## src/rtl/regfile_wb_arbiter_pkg.sv

```systemverilog
// regfile_wb_arbiter_pkg: register-file widths and the writeback request type
package regfile_wb_arbiter_pkg;
    localparam int XLEN = 64;
    localparam int NREGS = 32;
    localparam int REG_IDX_W = 5;
    localparam logic [REG_IDX_W-1:0] ZERO_REG = 5'd0;
    typedef struct packed {
        logic [REG_IDX_W-1:0] rd;
        logic [XLEN-1:0]      data;
    } wb_req_t;
endpackage

```

## src/rtl/regfile_wb_arbiter_if.sv

```systemverilog
// regfile_wb_arbiter_if: valid/ready writeback bus shared by all requesters
interface regfile_wb_arbiter_if #(
    parameter int NREQ = 2,
    parameter int XLEN = 64
);
    logic [NREQ-1:0]      req_valid;
    logic [NREQ-1:0]      req_ready;
    logic [NREQ*5-1:0]    req_rd;
    logic [NREQ*XLEN-1:0] req_data;
    modport master (output req_valid, req_rd, req_data, input req_ready);
    modport slave (input req_valid, req_rd, req_data, output req_ready);
endinterface

```

## src/rtl/regfile_wb_arbiter_rr_arbiter.sv

```systemverilog
// rr_arbiter: round-robin one-hot grant, search starts at the slot after the last winner
module rr_arbiter #(
    parameter int N = 2
) (
    input  logic         clk,
    input  logic         reset,
    input  logic [N-1:0] valid,
    output logic [N-1:0] grant
);
    localparam int PW = $clog2(N);
    logic [PW-1:0] ptr;
    logic [PW-1:0] win;
    logic [PW:0]   s;
    logic          found;
    always_comb begin
        grant = '0;
        found = 1'b0;
        win = '0;
        s = '0;
        for (int k = 0; k < N; k++) begin
            s = {1'b0, ptr} + (PW+1)'(k);
            s = s >= (PW+1)'(N) ? s - (PW+1)'(N) : s;
            if (!found && !reset && valid[s[PW-1:0]]) begin
                grant[s[PW-1:0]] = 1'b1;
                found = 1'b1;
                win = s[PW-1:0];
            end
        end
    end
    always_ff @(posedge clk or posedge reset)
        if (reset)
            ptr <= '0;
        else if (found)
            ptr <= win == PW'(N-1) ? '0 : win + 1'b1;
endmodule

```

## src/rtl/regfile_wb_arbiter.sv

```systemverilog
// regfile_wb_arbiter: owns the register-file write port and the pending-write scoreboard
module regfile_wb_arbiter #(
    parameter int NREQ = 2,
    parameter int XLEN = 64
) (
    input  logic                 clk,
    input  logic                 reset,
    regfile_wb_arbiter_if.slave  wb,
    input  logic                 alloc_valid,
    input  logic [4:0]           alloc_rd,
    input  logic [4:0]           rs1,
    input  logic [4:0]           rs2,
    output logic                 rs1_busy,
    output logic                 rs2_busy,
    output logic [31:0]          busy_vec,
    output logic                 wr_en,
    output logic [4:0]           wr_rd,
    output logic [XLEN-1:0]      wr_data
);
    import regfile_wb_arbiter_pkg::*;
    wb_req_t          sel;
    logic             any;
    logic [NREGS-1:0] busy_nxt;
    rr_arbiter #(.N(NREQ)) u_arb (
        .clk(clk),
        .reset(reset),
        .valid(wb.req_valid),
        .grant(wb.req_ready)
    );
    always_comb begin
        sel = '0;
        for (int i = 0; i < NREQ; i++)
            if (wb.req_ready[i])
                sel = {wb.req_rd[i*REG_IDX_W +: REG_IDX_W], wb.req_data[i*XLEN +: XLEN]};
    end
    assign any = |wb.req_ready;
    // set after clear so a new producer allocated at the commit edge stays pending
    always_comb begin
        busy_nxt = busy_vec;
        if (wr_en)
            busy_nxt[wr_rd] = 1'b0;
        if (alloc_valid)
            busy_nxt[alloc_rd] = 1'b1;
        busy_nxt[ZERO_REG] = 1'b0;
    end
    always_ff @(posedge clk or posedge reset)
        if (reset) begin
            wr_en <= 1'b0;
            wr_rd <= '0;
            wr_data <= '0;
            busy_vec <= '0;
        end else begin
            wr_en <= any && sel.rd != ZERO_REG;
            wr_rd <= any ? sel.rd : wr_rd;
            wr_data <= any ? sel.data : wr_data;
            busy_vec <= busy_nxt;
        end
    assign rs1_busy = busy_vec[rs1];
    assign rs2_busy = busy_vec[rs2];
endmodule

```

## src/flat_wrapper.sv

```systemverilog
// flat-port wrapper written by rule: the top's interface ports become plain ports
module regfile_wb_arbiter_flat import regfile_wb_arbiter_pkg::*;
#(
    parameter int NREQ = 2,
    parameter int XLEN = 64
)
  (clk, reset, alloc_valid, alloc_rd, rs1, rs2, rs1_busy, rs2_busy, busy_vec, wr_en, wr_rd, wr_data, wb_req_valid, wb_req_rd, wb_req_data, wb_req_ready);
  regfile_wb_arbiter_if #(.NREQ(NREQ), .XLEN(XLEN)) wb_i ();
  input  logic clk;
  input  logic reset;
  input  logic alloc_valid;
  input  logic [4:0] alloc_rd;
  input  logic [4:0] rs1;
  input  logic [4:0] rs2;
  output logic rs1_busy;
  output logic rs2_busy;
  output logic [31:0] busy_vec;
  output logic wr_en;
  output logic [4:0] wr_rd;
  output logic [XLEN-1:0] wr_data;
  input wire logic [$bits(wb_i.req_valid)-1:0] wb_req_valid;
  input wire logic [$bits(wb_i.req_rd)-1:0] wb_req_rd;
  input wire logic [$bits(wb_i.req_data)-1:0] wb_req_data;
  output wire logic [$bits(wb_i.req_ready)-1:0] wb_req_ready;
  assign wb_i.req_valid = wb_req_valid;
  assign wb_i.req_rd = wb_req_rd;
  assign wb_i.req_data = wb_req_data;
  assign wb_req_ready = wb_i.req_ready;
  regfile_wb_arbiter #(.NREQ(NREQ), .XLEN(XLEN)) u_core (.clk(clk), .reset(reset), .wb(wb_i), .alloc_valid(alloc_valid), .alloc_rd(alloc_rd), .rs1(rs1), .rs2(rs2), .rs1_busy(rs1_busy), .rs2_busy(rs2_busy), .busy_vec(busy_vec), .wr_en(wr_en), .wr_rd(wr_rd), .wr_data(wr_data));
endmodule
```

## config.mk

```make
export PLATFORM = sky130hd
export DESIGN_NAME = regfile_wb_arbiter_flat
export DESIGN_NICKNAME = d
export VERILOG_FILES = /design/src/rtl/regfile_wb_arbiter_pkg.sv /design/src/rtl/regfile_wb_arbiter_if.sv /design/src/rtl/regfile_wb_arbiter_rr_arbiter.sv /design/src/rtl/regfile_wb_arbiter.sv /design/src/flat_wrapper.sv
export SDC_FILE = /design/constraint.sdc
export NUM_CORES = 1
export LEC_CHECK = 0
export BUFFER_PORTS_ARGS = -buffer_cell sky130_fd_sc_hd__buf_2
export CAP_MARGIN = 15
export CORE_MARGIN = 2
export CORE_UTILIZATION = 49
export CTS_CLUSTER_DIAMETER = 100
export DETAILED_ROUTE_END_ITERATION = 8
export PLACE_DENSITY = 0.86
export SYNTH_ARGS = -nofsm -noshare
export SYNTH_HDL_FRONTEND = slang
export SYNTH_SLANG_ARGS = --single-unit
export TNS_END_PERCENT = 20
```

## constraint.sdc

```tcl
create_clock -name clk -period 9.8 [get_ports clk]
set_input_delay 1.96 -clock clk [delete_from_list [all_inputs] [get_ports clk]]
set_output_delay 1.96 -clock clk [all_outputs]
set_load 0.005 [all_outputs]
```

==> results of run 1 <==
==> synth_stat cells <==
master / instances / area, sq um
o21ai_1: 1 / 5.00
nand2b_1: 6 / 37.5
mux2i_1: 82 / 821
o21ai_0: 129 / 646
mux4_2: 6 / 135
or3b_2: 4 / 35.0
nand4_1: 2 / 12.5
o2111ai_1: 2 / 17.5
a222oi_1: 5 / 50.1
nor2b_1: 4 / 25.0
conb_1: 1 / 3.75
clkbuf_1: 11 / 41.3
o211ai_1: 2 / 15.0
buf_6: 6 / 67.6
buf_2: 11 / 55.1
or3_1: 2 / 12.5
nand2_1: 72 / 270
nand3b_1: 10 / 75.1
buf_4: 4 / 30.0
nand3_1: 12 / 60.1
dfrtp_1: 102 / 2550
nor2_1: 8 / 30.0
a22oi_1: 4 / 30.0
a211oi_1: 2 / 15.0
inv_1: 9 / 33.8
or4_1: 2 / 15.0
a21oi_1: 8 / 40.0
==> worst paths after layout <==
check / startpoint / endpoint / slack (ns) / depth (start not counted)
worst max register to register: flop / u_core.wr_data[44] / 7.70 / 5
max in group asynchronous: reset / u_core.busy_vec[4] / 6.98 / 3
min in group asynchronous: reset / u_core.wr_data[58] / 1.72 / 2
worst min-delay path: u_core.wr_data[18] / u_core.wr_data[18] / 0.48 / 2
worst min register to register: u_core.wr_data[18] / u_core.wr_data[18] / 0.48 / 2
worst max-delay path: rs2[0] / rs2_busy / 4.61 / 6
==> cells by family (layout without fill, tap and decap cells) <==
kind of cell	count (synthesis)	in the layout	share of synthesized area [%]
multiplexers	88	88	18.6
buffers and inverters	41	290	4.44
flip-flops	102	102	49.7
AND/OR/NAND/NOR	122	122	11.2
AO/OA/AOI/OAI	153	153	15.9
other	1	1	0.0731
==> layout make-up <==
type / count / area [sq um]
clock buffers: 9 / 124
inverters: 9 / 36.3
repair buffers: 265 / 1330
fillers: 842 / 3540
clock inverters: 7 / 100
multi-input cells: 364 / 2370
flip-flops and latches: 102 / 2550
well taps: 136 / 170
==> layout by cell type (no fill, tap or decap), types with 8 or more instances in the layout <==
| master | n |
|---|---|
| nand2_1 | 72 |
| nand3_1 | 12 |
| nand3b_1 | 10 |
| o21ai_0 | 129 |
| inv_1 | 8 |
| mux2i_1 | 82 |
| clkbuf_8 | 9 |
| buf_2 | 262 |
| nor2_1 | 8 |
| dfrtp_1 | 102 |
==> stage by stage <==
stage / hold WS, ns / instances / utilization, % / worst slack [ns]
3_3_place_gp: 0.459 / 876 / 63.2 / 4.68
6_report: 0.484 / 892 / 65.4 / 4.61
5_1_grt: 0.512 / 892 / 65.4 / 4.54
3_5_place_dp: 0.465 / 876 / 63.2 / 4.65
4_1_cts: 0.490 / 892 / 65.4 / 4.65
2_1_floorplan: 0.473 / 507 / - / 4.32
==> registers in the layout (all words and copies together), names as in the netlist, named ones only <==
signal           flops
u_core.busy_vec     31
u_core.wr_data      64
u_core.wr_en         1
u_core.wr_rd         5
==> worst max-delay path: cells and delay by family <==
family / cells / cell delay, ns
AND/OR/NAND/NOR: 2 / 0.30
buffers and inverters: 2 / 0.34
multiplexers: 1 / 0.52
AO/OA/AOI/OAI: 1 / 0.11
==> per-layer routing <==
metal	up-vias	track usage, %	share of wire (%)	wire length [um]
li1	2306	-	-	-
met1	2362	33.6	38	6120
met2	260	50.1	52	8280
met3	33	4.97	7.1	1130
met4	0	9.87	2.6	422
met5	-	0	0	0
==> power by group <==
group	switching [W]	total [W]	internal (W)
registers	0.000103	0.000617	0.000514
logic	0.000177	0.000357	0.000180
clock network	0.000152	0.000300	0.000147
total	0.000433	0.00127	0.000841
==> results_dict.tcl, run 1 <==
set metrics [dict create \
    arrival_ns 3.23 \
    min_path_type "flop to flop" \
    critical_path.slowest_cell "mux4_2" \
    antenna_left 0 \
    start_util_pct 50.2 \
    cts_max_path_buffers 2 \
    worst-path-max-fanout 7 \
    synthToLayoutAreaGrowth_pct 30.4 \
    diodes 0 \
    postCtsHoldBufs 0 \
    maxSlewViolCount 0 \
    cts-root-buf "clkbuf_8" \
    dieArea_sq_mm 0.0113 \
    dr.pass1.iters 5 \
    crit_required_ns 7.84 \
    slew_headroom_pct 26.8 \
    finalSetupViolations 0 \
    cts-resized-gates 0 \
    path_cells "buf_2, mux4_2, nand2b_1, o2111ai_1, nand4_1, buf_2" \
    yosys_warnings 0 \
    finalSetupTns_ns 0 \
    period_minus_slack_ns 5.19 \
    core_area_sq_mm 0.0102 \
    rsz0062_at_grt "false" \
    worst_pin_slew_ns 1.10 \
    drt-initial-drc-count 368 \
    status "finished clean" \
    finalCritPeriodShare_pct 53.0 \
    track_usage_pct 27.9 \
    vias 4961 \
    viasPerCell 5.56 \
    grt-ovfl-total 0 \
    p_leak_nw 3.18 \
    post_drt_wl_per_cell_um 17.9 \
    synth_fp_nets 665 \
    startpoint_type "input port" \
    numCtsBuffers 9 \
    numPortBuffers 262 \
    yosysSeqAreaShare_pct 49.7 \
    place_area_sq_mm 0.00647 \
    insertion_delay_ns 0.36 \
    endpoint_kind "primary output" \
    avgSynthCellArea_sq_um 10.1 \
    dpl.hpwl_um 12600 \
    h-tree-depth 3 \
    clk_pin_slew_ns 0.11 \
    cts_tree "done" \
    grt_pass1_vias 5022 \
    power_density_mw_per_mm2 190 \
    fin_skew_ns 0.0145 \
    drc 0 \
    crit_path_max_incr_delay_ns 0.52 \
    hold_violations 0 \
    die_y_um 106 \
    io_pins 264 \
    cts.sinks 102 \
    die_x_um 106 \
    drive_above_1_share_pct 38.9 \
    fin_area_sq_mm 0.00669 \
    fp-row-count 37 \
    max_clock_freq_mhz 193 \
    grt_pass1_wl_um 24600 \
    cp_common_cell "buf_2" \
    synth_cells 507 \
    wl_um 16000 \
    critPathKind "input port to primary output" \
    antenna_found_initial 0 \
    netlist_area_sq_mm 0.00513 \
    p_total_w 0.00127 \
    cts_setup_buffers 0 \
    grt_max_degree 100 \
    peakVddDrop_v 0.0000912 \
    final_nets 909 \
    gp_congestion 0.889 \
    synth_cell_type_count 27 \
    synth-seq-cells 102 \
    drv.max_cap_violation_count 0 \
]
(Power assumes the default switching activity.)
==> run 2: changes to the inputs <==
ABC_AREA = 1   (was default)
CORE_UTILIZATION = 42   (was 49)
PLACE_DENSITY = 0.78   (was 0.86)
clock period = 4.7 ns   (was 9.8 ns; I/O delays follow)
==> run 2 against run 1 <==
  * Area after synthesis up 1.3%
  * Sequential power up 120%
  * Clock-buffer cell count up 1
  * First-iteration DRC count up 23%
  * Sequential cell count unchanged
  * Via count up 15%
  * Wire length up 5.9%
  * Setup slack worse by 2.8 ns
  * Global-route usage down 2.6 points
  * Total power up 150%
  * Critical path depth up 5
==> results_dict.tcl, run 2 <==
set metrics [dict create \
    status "finished clean" \
    track_usage_pct 25.3 \
    drt-initial-drc-count 454 \
    drv.max_cap_violation_count 0 \
    period_minus_slack_ns 2.89 \
    reg_top3 "u_core.wr_data: 64 flops, u_core.busy_vec: 31 flops, u_core.wr_rd: 5 flops" \
    finalCritPeriodShare_pct 61.5 \
    cts_tree "done" \
    max_clock_freq_mhz 346 \
    insertion_delay_ns 0.34 \
    yosysMostFrequentCell "nand2_1" \
    grt_use_met1_pct 32.4 \
    switching_share_pct 35.1 \
    core_area_sq_mm 0.0121 \
    maxSlewViolCount 0 \
    grt_max_degree 70 \
    grt-ovfl-total 0 \
    crit_required_ns 3.76 \
    gp_congestion 0.923 \
    finalSetupTns_ns 0 \
    cts_setup_buffers 0 \
    antenna_found_initial 0 \
    die_y_um 115 \
    grt_pass1_wl_um 26400 \
    synth_area_leaders "dfrtp_1 49%, nand3_1 19%, nand2_1 16%, o21ai_0 6.3%, inv_1 2.2%" \
    synth_cells 678 \
    fin_skew_ns 0.00725 \
    cts-root-buf "clkbuf_16" \
    die_x_um 115 \
    synth-seq-cells 102 \
    min_path_type "flop to flop" \
    viasPerCell 5.23 \
    switchingPower_w 0.00110 \
    power_density_mw_per_mm2 460 \
    async_flop_share_pct 100 \
    post_drt_wl_per_cell_um 15.5 \
    io_pins 264 \
    synth_cell_type_count 17 \
    worst_pin_slew_ns 0.718 \
    slew_headroom_pct 52.2 \
    critPathKind "input port to primary output" \
    avgSynthCellArea_sq_um 7.66 \
    dpl.hpwl_um 12500 \
    diodes 0 \
    synth_fp_nets 836 \
    yosys_warnings 0 \
    use_met3_pct 5.43 \
    worst-path-max-fanout 17 \
    largest_reg_flops 64 \
    endpoint_kind "primary output" \
    clk_pin_slew_ns 0.07 \
    p_total_w 0.00314 \
    drive_above_1_share_pct 31.7 \
    cts.sinks 102 \
    cts-resized-gates 0 \
    dieArea_sq_mm 0.0133 \
    place_area_sq_mm 0.00651 \
    fp-row-count 40 \
    numCtsBuffers 9 \
    p_int_w 0.00204 \
    postCtsHoldBufs 0 \
    p_leak_nw 3.63 \
    grt_pass1_vias 5194 \
    antenna_left 0 \
    hold_violations 0 \
    rsz0062_at_grt "false" \
    netlist_area_sq_mm 0.00520 \
    synthTopCellsByCount "227 x nand2_1, 202 x nand3_1, 102 x dfrtp_1" \
    pwr-share-clk_pct 26.0 \
    synth_top_cell_by_area "dfrtp_1" \
    peakVddDrop_v 0.000223 \
    grt_util_met2_pct 42.6 \
    finalSetupViolations 0 \
    arrival_ns 1.95 \
    wl_um 16900 \
    synth_ff_type "dfrtp_1" \
    synthToLayoutAreaGrowth_pct 31.6 \
    final_nets 1077 \
    vias 5706 \
    synth_edf_count 0 \
    synth_top_area_share_pct 49.1 \
    layout_common_cells "262 x buf_2, 227 x nand2_1, 202 x nand3_1" \
    dr.pass1.iters 7 \
    grt_busiest_layer "met2" \
    combPwrFrac_pct 30.0 \
    h-tree-depth 3 \
    start_util_pct 43.1 \
    drc 0 \
    startpoint_type "input port" \
    cts_max_path_buffers 2 \
    mostFrequentLayoutCell "buf_2" \
    fin_area_sq_mm 0.00684 \
    numPortBuffers 262 \
    yosysSeqAreaShare_pct 49.1 \
    top_register "u_core.wr_data" \
    p_seq_share_pct 44.0 \
]
==> run 2: layout make-up <==
type                            instances  area [sq um]
Tap cell                              168           210
Clock buffer                           10           239
Fill cell                            1136          5220
Clock inverter                          6          93.8
Sequential cell                       102          2550
Timing Repair Buffer                  267          1350
Multi-Input combinational cell        505          2250
Inverter                               34           140
==> run 2: cell families after synthesis <==
logic type / synth area share (%)
AO/OA/AOI/OAI: 6.67
flip-flops: 49.1
AND/OR/NAND/NOR: 36.6
buffers and inverters: 7.49
other: 0.0722
==> run 2: final timing paths <==
kind	start	endpoint	slack, ns	cells past startpoint
max in group asynchronous	reset	u_core.wr_data[24]	2.89	3
setup / recovery	rs1[0]	rs1_busy	1.81	11
hold reg to reg	u_core.wr_data[25]	u_core.wr_data[25]	0.50	2
hold / removal	u_core.wr_data[25]	u_core.wr_data[25]	0.50	2
setup reg to reg	flop	u_core.wr_rd[2]	2.89	10
min in group asynchronous	reset	u_core.wr_data[33]	0.71	2
==> run 2: power groups by stage <==
stage	Clock, W	Combinational [W]	Sequential (W)
floorplan	0	0.000465	0.00135
global placement	0	0.000927	0.00139
detailed placement	0	0.000944	0.00139
CTS	0.000826	0.000946	0.00137
global route	0.000868	0.00107	0.00141
finish	0.000817	0.000944	0.00138
==> run 2: routing by layer <==
layer | part of all wire [%] | wire length (um)
met1 | 39 | 6510
met2 | 51 | 8630
met3 | 8.4 | 1410
met4 | 2.0 | 335
met5 | 0 | 0
==> run 2: critical path, stage by stage <==
cell and delay, ns:
buf_2 0.29, inv_6 0.11, nand2_1 0.08, nand3_1 0.06, nand3_1 0.10, nand2_1 0.06, nand2_1 0.05, nand2_1 0.05
nand2_1 0.05, nand2_1 0.05, buf_2 0.12
==> run 2: metrics by stage <==
stage	utilization, %	setup WS (ns)	hold WS (ns)	std cells
floorplan	-	0.147	0.500	678
global placement	53.9	1.83	0.486	1076
detailed placement	53.9	1.83	0.492	1076
CTS	56.7	1.82	0.507	1092
global route	56.7	1.69	0.525	1092
finish	56.7	1.81	0.501	1092
==> run 3: changes to the inputs <==
clock period = 2.58 ns   (was 4.7 ns; I/O delays follow)
==> run 3 against run 2 <==
  * Clock skew decreased by 0.00052 ns
  * Via count up 0.77%
  * Sequential power is 84% higher
  * Worst hold slack got worse by 0.12 ns
  * Largest power group unchanged
  * Clock-buffer cell count is the same
  * Utilization is 0.41 points higher
==> results_dict.tcl, run 3 (synthesis results as in run 2) <==
set metrics [dict create \
    postCtsHoldBufs 0 \
    finalSetupTns_ns 0 \
    p_leak_nw 3.64 \
    insertion_delay_ns 0.34 \
    wl_um 17100 \
    cp.depth 11 \
    finalSetupViolations 0 \
    worst-path-max-fanout 17 \
    vias 5750 \
    use_met3_pct 5.96 \
    drc 0 \
    period_minus_slack_ns 2.10 \
    max_clock_freq_mhz 475 \
    reg_top3 "u_core.wr_data: 64 flops, u_core.busy_vec: 31 flops, u_core.wr_rd: 5 flops" \
    hold_depth 3 \
    drt-initial-drc-count 337 \
    finalCritPeriodShare_pct 81.5 \
    track_usage_pct 25.5 \
    drive_above_1_share_pct 31.7 \
    clk_pin_slew_ns 0.07 \
    final_core_util_pct 57.1 \
    status "finished clean" \
    rsz0062_at_grt "false" \
    top_register "u_core.wr_data" \
    multi_input_area_sq_mm 0.00225 \
    antenna_found_initial 2 \
    core_area_sq_mm 0.0121 \
    cts_max_path_buffers 2 \
    critPathKind "input port to primary output" \
    grt_busiest_layer "met2" \
    dr.pass1.iters 5 \
    peakVddDrop_v 0.000364 \
    synthToLayoutAreaGrowth_pct 32.6 \
    io_pins 264 \
    largest_reg_flops 64 \
    hold_violations 0 \
    slew_headroom_pct 52.2 \
    fp-row-count 40 \
    grt_pass1_wl_um 26600 \
    startpoint_type "input port" \
    viasPerCell 5.27 \
    grt-ovfl-total 0 \
    cp_common_cell "nand2_1" \
    drv.max_cap_violation_count 0 \
    crit_path_max_incr_delay_ns 0.31 \
    cts_tree "done" \
    arrival_ns 1.59 \
    grt_use_met1_pct 31.8 \
    maxSlewViolCount 0 \
    whs_ns 0.384 \
    critical_path.slowest_cell "buf_2" \
    fin_skew_ns 0.00673 \
    worst_r2r_path_depth 6 \
    cts.sinks 102 \
    dieArea_sq_mm 0.0133 \
    power_density_mw_per_mm2 834 \
    diodes 0 \
    worst_pin_slew_ns 0.718 \
    endpoint_kind "primary output" \
    path_cells "buf_2, inv_6, nand2_1, nand3_1, nand3_1, nand2_1, nand2_1, nand2_1, nand2_1, nand2_1, buf_2" \
    finalNonFillerCells 1092 \
    gp_congestion 0.919 \
    fillers 1184 \
    cts-root-buf "clkbuf_16" \
    min_path_type "input port to flop" \
    die_y_um 115 \
    cts_setup_buffers 0 \
    critical-path-top-delay-family "buffers and inverters" \
    crit_buf_inv 3 \
    crit_required_ns 2.06 \
    antenna_left 0 \
    dpl.cell_count 1076 \
    post_drt_wl_per_cell_um 15.7 \
    start_util_pct 43.1 \
    numPortBuffers 262 \
    grt_pass1_vias 5304 \
    layout_common_cells "262 x buf_2, 227 x nand2_1, 202 x nand3_1" \
    cts-resized-gates 0 \
    final_nets 1077 \
    h-tree-depth 3 \
    numCtsBuffers 9 \
    seqCellArea_sq_mm 0.00255 \
    mostFrequentLayoutCell "buf_2" \
    die_x_um 115 \
    grt_max_degree 103 \
    dpl.hpwl_um 12600 \
    grt_util_met2_pct 42.2 \
]
-- run 3: changes by cell type in the layout (fill, tap and decap cells not counted) --
cell | previous run | this run
buf_12 | 0 | 4
buf_4 | 5 | 1
clkinv_4 | 2 | 1
clkinvlp_4 | 1 | 3
inv_4 | 1 | 0
-- run 3: report_power, final --
group          total (W)  switching, W  internal, W
registers        0.00254      0.000468      0.00207
clock network    0.00148      0.000598     0.000882
logic            0.00172      0.000952     0.000773
total            0.00574       0.00202      0.00373
-- run 3: through the flow --
stage | total power [W] | setup slack [ns] | cell area [sq um]
6_report | 0.00574 | 0.477 | 6890
5_1_grt | 0.00611 | 0.362 | 6890
4_1_cts | 0.00576 | 0.511 | 6890
3_5_place_dp | 0.00428 | 0.514 | 6560
3_3_place_gp | 0.00424 | 0.522 | 6560
2_1_floorplan | 0.00331 | -0.412 | 5210
-- run 3: path summary, 6_finish.rpt --
| kind | start | slack, ns | end |
|---|---|---|---|
| max in group asynchronous | reset | 1.81 | u_core.wr_data[44] |
| setup reg to reg | flop | 0.83 | u_core.wr_rd[3] |
| setup / recovery | rs1[0] | 0.48 | rs1_busy |
| hold / removal | wb_req_data[66] | 0.38 | u_core.wr_data[2] |
| min in group asynchronous | reset | 0.39 | u_core.wr_data[35] |
| hold reg to reg | u_core.wr_data[27] | 0.50 | u_core.wr_data[27] |
-- run 3: area by class of cell --
| cell class | instances | area share (%) |
|---|---|---|
| Clock buffer | 10 | 3.47 |
| Clock inverter | 6 | 1.34 |
| Inverter | 34 | 2.05 |
| Multi-Input combinational cell | 505 | 32.7 |
| Sequential cell | 102 | 37.1 |
| Tap cell | 168 | 3.05 |
| Timing Repair Buffer | 267 | 20.3 |
-- run 3: worst register-to-register path, stage by stage (launching register included) --
cell,delay [ns]
dfrtp_1,0.36
inv_1,0.09
nand2_2,0.08
nand2_2,0.08
buf_4,0.56
nand2_1,0.29
o21ai_0,0.21
-- run 3: per-layer routing --
metal	up-vias	wire [um]
met5	-	8
li1	2735	-
met1	2698	6760
met4	2	627
met2	273	8340
met3	42	1370
